File: src/rtl/bus_pkg.sv
// Shared definitions for the bridge-side bus arbiter: datapath widths and FSM state encoding.
package bus_pkg;
  localparam int DATA_W   = 32;
  localparam int BYTEEN_W = 4;
  localparam int GID_W    = 3;

  typedef enum logic [1:0] {
    ST_IDLE  = 2'd0,
    ST_ISSUE = 2'd1,
    ST_WAIT  = 2'd2,
    ST_DONE  = 2'd3
  } state_e;
endpackage

File: src/rtl/rr_picker.sv
// Combinational round-robin picker: first requesting master after i_last_grant, wrapping to 0.
module rr_picker
  import bus_pkg::*;
#(
  parameter int NUM_M = 2
) (
  input  logic [NUM_M-1:0] i_req,
  input  logic [GID_W-1:0] i_last_grant,
  output logic [GID_W-1:0] o_gnt_idx,
  output logic             o_any
);
  logic [NUM_M-1:0] w_hi_mask;
  logic [NUM_M-1:0] w_hi_req;
  logic [GID_W-1:0] w_lo_idx;
  logic [GID_W-1:0] w_hi_idx;

  always_comb begin
    w_hi_mask = '0;
    for (int i = 0; i < NUM_M; i++) begin
      w_hi_mask[i] = (i > int'(i_last_grant));
    end
  end

  assign w_hi_req = i_req & w_hi_mask;

  // Downward scan leaves the lowest set index in each candidate.
  always_comb begin
    w_lo_idx = '0;
    w_hi_idx = '0;
    for (int i = NUM_M - 1; i >= 0; i--) begin
      if (i_req[i])    w_lo_idx = GID_W'(i);
      if (w_hi_req[i]) w_hi_idx = GID_W'(i);
    end
  end

  assign o_any     = |i_req;
  assign o_gnt_idx = (|w_hi_req) ? w_hi_idx : w_lo_idx;
endmodule

File: src/rtl/bus_arbiter.sv
// Round-robin arbiter sharing the bridge data port between NUM_M req/ack masters, one transaction at a time.
// Handshake: a master holds m_req until it sees its one-cycle m_ack; m_req is only sampled in IDLE.
module bus_arbiter
  import bus_pkg::*;
#(
  parameter int NUM_M  = 2,
  parameter int RD_LAT = 1
) (
  input  logic                      clk,
  input  logic                      reset,
  input  logic [NUM_M-1:0]          m_req,
  input  logic [NUM_M*DATA_W-1:0]   m_addr,
  input  logic [NUM_M*DATA_W-1:0]   m_wd,
  input  logic [NUM_M*BYTEEN_W-1:0] m_byteen,
  output logic [NUM_M-1:0]          m_ack,
  output logic [31:0]               m_rd,
  output logic [31:0]               t_addr,
  output logic [31:0]               t_WD,
  output logic [3:0]                t_byteen,
  input  logic [31:0]               t_RD,
  output logic                      busy,
  output logic [2:0]                grant_id,
  output logic [1:0]                o_dbg_state
);
  localparam logic [2:0] CNT_INIT = 3'(RD_LAT - 1);

  state_e                r_state, w_nxt_state;
  logic [2:0]            r_cnt, w_nxt_cnt;
  logic [GID_W-1:0]      r_last_grant, w_nxt_last_grant;
  logic [GID_W-1:0]      r_gid, w_nxt_gid;
  logic [DATA_W-1:0]     r_addr, w_nxt_addr;
  logic [DATA_W-1:0]     r_wd, w_nxt_wd;
  logic [BYTEEN_W-1:0]   r_be, w_nxt_be;
  logic [NUM_M-1:0]      r_ack, w_nxt_ack;
  logic [DATA_W-1:0]     r_rd, w_nxt_rd;
  logic [DATA_W-1:0]     r_t_addr, w_nxt_t_addr;
  logic [DATA_W-1:0]     r_t_wd, w_nxt_t_wd;
  logic [BYTEEN_W-1:0]   r_t_be, w_nxt_t_be;
  logic                  r_busy;

  logic [GID_W-1:0]      w_gnt_idx;
  logic                  w_any;
  logic [DATA_W-1:0]     w_sel_addr;
  logic [DATA_W-1:0]     w_sel_wd;
  logic [BYTEEN_W-1:0]   w_sel_be;

  rr_picker #(.NUM_M(NUM_M)) u_picker (
    .i_req        (m_req),
    .i_last_grant (r_last_grant),
    .o_gnt_idx    (w_gnt_idx),
    .o_any        (w_any)
  );

  assign w_sel_addr = DATA_W'(m_addr >> (DATA_W * int'(w_gnt_idx)));
  assign w_sel_wd   = DATA_W'(m_wd >> (DATA_W * int'(w_gnt_idx)));
  assign w_sel_be   = BYTEEN_W'(m_byteen >> (BYTEEN_W * int'(w_gnt_idx)));

  // Output registers are loaded with the values for the state being entered.
  always_comb begin
    w_nxt_state      = r_state;
    w_nxt_cnt        = r_cnt;
    w_nxt_last_grant = r_last_grant;
    w_nxt_gid        = r_gid;
    w_nxt_addr       = r_addr;
    w_nxt_wd         = r_wd;
    w_nxt_be         = r_be;
    w_nxt_ack        = '0;
    w_nxt_rd         = '0;
    w_nxt_t_addr     = '0;
    w_nxt_t_wd       = '0;
    w_nxt_t_be       = '0;
    case (r_state)
      ST_IDLE: begin
        if (w_any) begin
          w_nxt_state  = ST_ISSUE;
          w_nxt_gid    = w_gnt_idx;
          w_nxt_addr   = w_sel_addr;
          w_nxt_wd     = w_sel_wd;
          w_nxt_be     = w_sel_be;
          w_nxt_t_addr = w_sel_addr;
          w_nxt_t_wd   = w_sel_wd;
          w_nxt_t_be   = w_sel_be;
        end
      end
      ST_ISSUE: begin
        if (r_be != '0) begin
          w_nxt_state = ST_DONE;
          w_nxt_ack   = NUM_M'(1) << r_gid;
        end else begin
          w_nxt_state  = ST_WAIT;
          w_nxt_cnt    = CNT_INIT;
          w_nxt_t_addr = r_addr;
        end
      end
      ST_WAIT: begin
        if (r_cnt == 3'd0) begin
          w_nxt_state = ST_DONE;
          w_nxt_rd    = t_RD;
          w_nxt_ack   = NUM_M'(1) << r_gid;
        end else begin
          w_nxt_cnt    = r_cnt - 3'd1;
          w_nxt_t_addr = r_addr;
        end
      end
      ST_DONE: begin
        w_nxt_state      = ST_IDLE;
        w_nxt_last_grant = r_gid;
        w_nxt_gid        = '0;
      end
      default: w_nxt_state = ST_IDLE;
    endcase
  end

  always_ff @(posedge clk) begin
    if (reset) begin
      r_state      <= ST_IDLE;
      r_cnt        <= '0;
      r_last_grant <= GID_W'(NUM_M - 1);
      r_gid        <= '0;
      r_addr       <= '0;
      r_wd         <= '0;
      r_be         <= '0;
      r_ack        <= '0;
      r_rd         <= '0;
      r_t_addr     <= '0;
      r_t_wd       <= '0;
      r_t_be       <= '0;
      r_busy       <= 1'b0;
    end else begin
      r_state      <= w_nxt_state;
      r_cnt        <= w_nxt_cnt;
      r_last_grant <= w_nxt_last_grant;
      r_gid        <= w_nxt_gid;
      r_addr       <= w_nxt_addr;
      r_wd         <= w_nxt_wd;
      r_be         <= w_nxt_be;
      r_ack        <= w_nxt_ack;
      r_rd         <= w_nxt_rd;
      r_t_addr     <= w_nxt_t_addr;
      r_t_wd       <= w_nxt_t_wd;
      r_t_be       <= w_nxt_t_be;
      r_busy       <= (w_nxt_state != ST_IDLE);
    end
  end

  assign m_ack       = r_ack;
  assign m_rd        = r_rd;
  assign t_addr      = r_t_addr;
  assign t_WD        = r_t_wd;
  assign t_byteen    = r_t_be;
  assign busy        = r_busy;
  assign grant_id    = r_gid;
  assign o_dbg_state = r_state;
endmodule
File: config.mk
export PLATFORM = sky130hd
export DESIGN_NAME = bus_arbiter
export DESIGN_NICKNAME = d
export VERILOG_FILES = /design/src/rtl/bus_pkg.sv /design/src/rtl/rr_picker.sv /design/src/rtl/bus_arbiter.sv
export SDC_FILE = /design/constraint.sdc
export NUM_CORES = 1
export LEC_CHECK = 0
export CAP_MARGIN = 20
export CORE_ASPECT_RATIO = 0.8
export CORE_MARGIN = 1.5
export CORE_UTILIZATION = 40
export CTS_CLUSTER_DIAMETER = 80
export CTS_CLUSTER_SIZE = 20
export DETAILED_ROUTE_END_ITERATION = 10
export PLACE_DENSITY_LB_ADDON = 0.3
export SYNTH_ARGS = -nofsm -noshare
export SYNTH_HDL_FRONTEND = slang
export SYNTH_SLANG_ARGS = --single-unit
File: constraint.sdc
create_clock -name clk -period 2.1 [get_ports clk]
set_input_delay 0.21 -clock clk [delete_from_list [all_inputs] [get_ports clk]]
set_output_delay 0.21 -clock clk [all_outputs]
set_load 0.05 [all_outputs]
==> implementation parameters <==
Parameter                              Value

Run status
  Status    finished clean

Critical path
  Setup Crit Path Kind    flop to primary output
  Critical Path Sink Type    primary output
  Category of cells accounting for the largest share of critical-path delay    buffers and inverters
  Slowest stage cell on the critical path    sky130_fd_sc_hd__clkdlybuf4s50_1
  Critical path data required time    1.89 ns
  CP Buf/Inv Count    1
  Series of cell instances along the critical path    clkdlybuf4s50_1
  Crit path arrival time    1.75 ns
  CP Max Fanout    7
  Maximum single-stage delay on the critical path    0.88 ns
  Crit path launch type    flop

Pwr
  Leakage Power    3.359 nW
  Max IR drop VDD    0.6940 mV
  Fraction of power spent switching nets    41.60%
  Clock power frac    25.5%
  Internal cell power    0.006653 W
  Combinational fraction of design power    42.3%
  Switching power of the nets    0.004739 W
  Sequential power share    32.2%
  Power density normalized to cell area    1248 nW/um^2

Routing
  First drt pass iteration count    5
  Antenna violation net count after detailed routing    0
  DRC violation count after routing    0
  DR iter-0 viols    279
  Final wirelength    18480 um
  WL per Instance    17.27 um
  Via density per instance    5.331
  Via total after detailed routing    5704

Global routing
  Global-route wire length before repair    28540 um
  Global-route usage over all layers    24.96%
  Largest net degree at the start of global routing    65
  Initial antenna violation count    1
  Via count of the first global-routing pass    5569
  Total overflow reported by the global router    0

CTS
  Number of buffers between clock root and the deepest sink    2
  Post-cts gate resize count    0
  Number of buffers created by CTS    17
  Clock H-tree levels    4
  Clock sink count    146
  Number of buffers added for setup after CTS    0
  Clock insertion delay at the later pin of the skew report    0.42 ns
  Clock root buffer    sky130_fd_sc_hd__clkbuf_16
  Clock transition at the registers of the reported paths    0.06 ns
  Count of hold-fix buffers inserted at cts    0
  CTS tree    yes

Final layout
  Total Nets Final    1056
  Post-layout instance count excluding filler cells    1070
  Antenna Cells    0
  Final core utilization    66.41%
  Fraction of layout cells with a size suffix above 1    6.629%
  Layout area overhead    60.53%

Place
  Placed Cells incl. Taps    1038
  HPWL reported at the end of detailed placement    12810 um
  Post-Place Setup Slack    0.2081 ns
  Placer Congestion    0.8703
  Count of port buffers added during placement    277

Logic synthesis
  Leading post-synthesis cells by instance count    sky130_fd_sc_hd__dfxtp_1 (146), sky130_fd_sc_hd__nand2_1 (97), sky130_fd_sc_hd__a31oi_1 (64), sky130_fd_sc_hd__and2_1 (64)
  Number of instances in the synthesized netlist    625
  Synthesis-stage register bit count    146
  Portion of synthesized cell area occupied by the leading cell type    51.42%
  Synth area leader    sky130_fd_sc_hd__dfxtp_1
  Sequential cell area fraction in the yosys report    51.42%
  Post-synth design cell area    5684 sq um
  Share of synthesized registers carrying an async set or reset    0%
  Avg Synthesized Cell Area    9.095 sq um
  Number of synthesis warnings    0
  Synth top area cells    sky130_fd_sc_hd__dfxtp_1 (51%), sky130_fd_sc_hd__a31oi_1 (7.0%), sky130_fd_sc_hd__and2_1 (7.0%)
  Distinct cells, synth    42
  EDFF count, synth    0
  Most common flop cell mapped by yosys    sky130_fd_sc_hd__dfxtp_1
  Most repeated cell in the gate-level netlist after synthesis    sky130_fd_sc_hd__dfxtp_1

Timing
  Min Tclk post-route    1.962 ns
  PnR worst setup slack    0.1377 ns
  Fmax    0.5096 GHz
  Period utilisation layout    93.44%
  Setup Total Neg Slack    0 ns
  Worst max-slew margin expressed relative to the limit    55.16%
  Final hold viol count    0
  Total count of max-transition violations in the final report    0
  Final count of negative-setup-slack endpoints    0
  Post-route worst hold slack    0.1832 ns
  Worst-margin pin slew    0.6727 ns
  RSZ-0062 raised after global routing    false
  Final worst clock skew    0.005886 ns

Die
  Total I/O pin count    280
  Area of the die    14940 sq um
  Core region area    13740 sq um
  Height of the die    109.6 um
  Site Rows    38
  Horizontal die dimension    136.3 um
  Starting density of the core    41.37%

Worst hold path
  Tightest Hold Check Type    input port to flop

Run
  Maximum capacitance violations    0
[layout by cell type, fill, tap and decap left out, types with 15 or more instances in the layout]
master	Yosys	layout
sky130_fd_sc_hd__and2_1	64	64
sky130_fd_sc_hd__clkdlybuf4s50_1	0	276
sky130_fd_sc_hd__clkbuf_16	0	17
sky130_fd_sc_hd__nand2_1	97	97
sky130_fd_sc_hd__buf_4	6	15
sky130_fd_sc_hd__dfxtp_1	146	146
sky130_fd_sc_hd__a31oi_1	64	64
sky130_fd_sc_hd__a32oi_1	32	32
sky130_fd_sc_hd__nand3_1	34	34
sky130_fd_sc_hd__a21oi_1	34	34
sky130_fd_sc_hd__nand4_1	32	32
[logic make-up after synthesis]
family / count (synthesis) / synth area share (%)
multiplexers: 4 / 0.7044
other: 1 / 0.06597
adder cells (fa/ha/maj): 7 / 1.541
AND/OR/NAND/NOR: 253 / 23.00
AO/OA/AOI/OAI: 147 / 17.85
buffers and inverters: 67 / 5.415
flip-flops: 146 / 51.42
[final cells by class]
cell class	count	area [sq um]
inverters	5	18.77
well taps	180	225.2
fillers	1070	4616
clock buffers	18	439.2
repair buffers	294	2912
multi-input cells	413	2475
clock inverters	14	132.6
flip-flops and latches	146	2923
[per-layer routing]
| layer | wire (um) | vias up | GRT usage (%) |
|---|---|---|---|
| li1 | - | 2749 | - |
| met5 | 0 | - | 0 |
| met4 | 383 | 0 | 10.03 |
| met2 | 8704 | 237 | 40.87 |
| met3 | 1390 | 31 | 6.777 |
| met1 | 8004 | 2687 | 31.32 |
[flip-flops by register name, indices dropped and copies added, names as in the netlist]
name	flops
m_rd	32
r_addr	32
t_WD	32
t_addr	32
r_be	4
t_byteen	4
r_cnt	3
m_ack	2
o_dbg_state	2
busy	1
grant_id	1
r_last_grant	1
[through the flow]
step / total power [W] / instance area (sq um)
after floorplan: 0.006839 / 5688
after global placement: 0.008373 / 8542
after detailed placement: 0.008503 / 8553
after CTS: 0.01144 / 9125
after global routing: 0.01194 / 9125
final: 0.01139 / 9125
[power groups by stage]
stage                     sequential [W]  clock [W]  combinational [W]
after floorplan                  0.00496          0            0.00188
after global placement           0.00369          0            0.00468
after detailed placement         0.00372          0            0.00479
after CTS                        0.00367    0.00296            0.00481
after global routing             0.00373    0.00309            0.00512
final                            0.00367    0.00291            0.00482
[final timing paths]
check | from | slack (ns) | depth (start not counted) | end
worst min-delay path | reset | 0.18 | 2 | r_addr[9]$_SDFFE_PP0N_
worst min register to register | r_addr[4]$_SDFFE_PP0N_ | 0.49 | 2 | r_addr[4]$_SDFFE_PP0N_
worst max register to register | o_dbg_state[0]$_SDFF_PP0_ | 0.15 | 6 | busy$_SDFF_PP0_
worst max-delay path | o_dbg_state[0]$_SDFF_PP0_ | 0.14 | 1 | o_dbg_state[0]
Power figures use the tool's default switching activity.
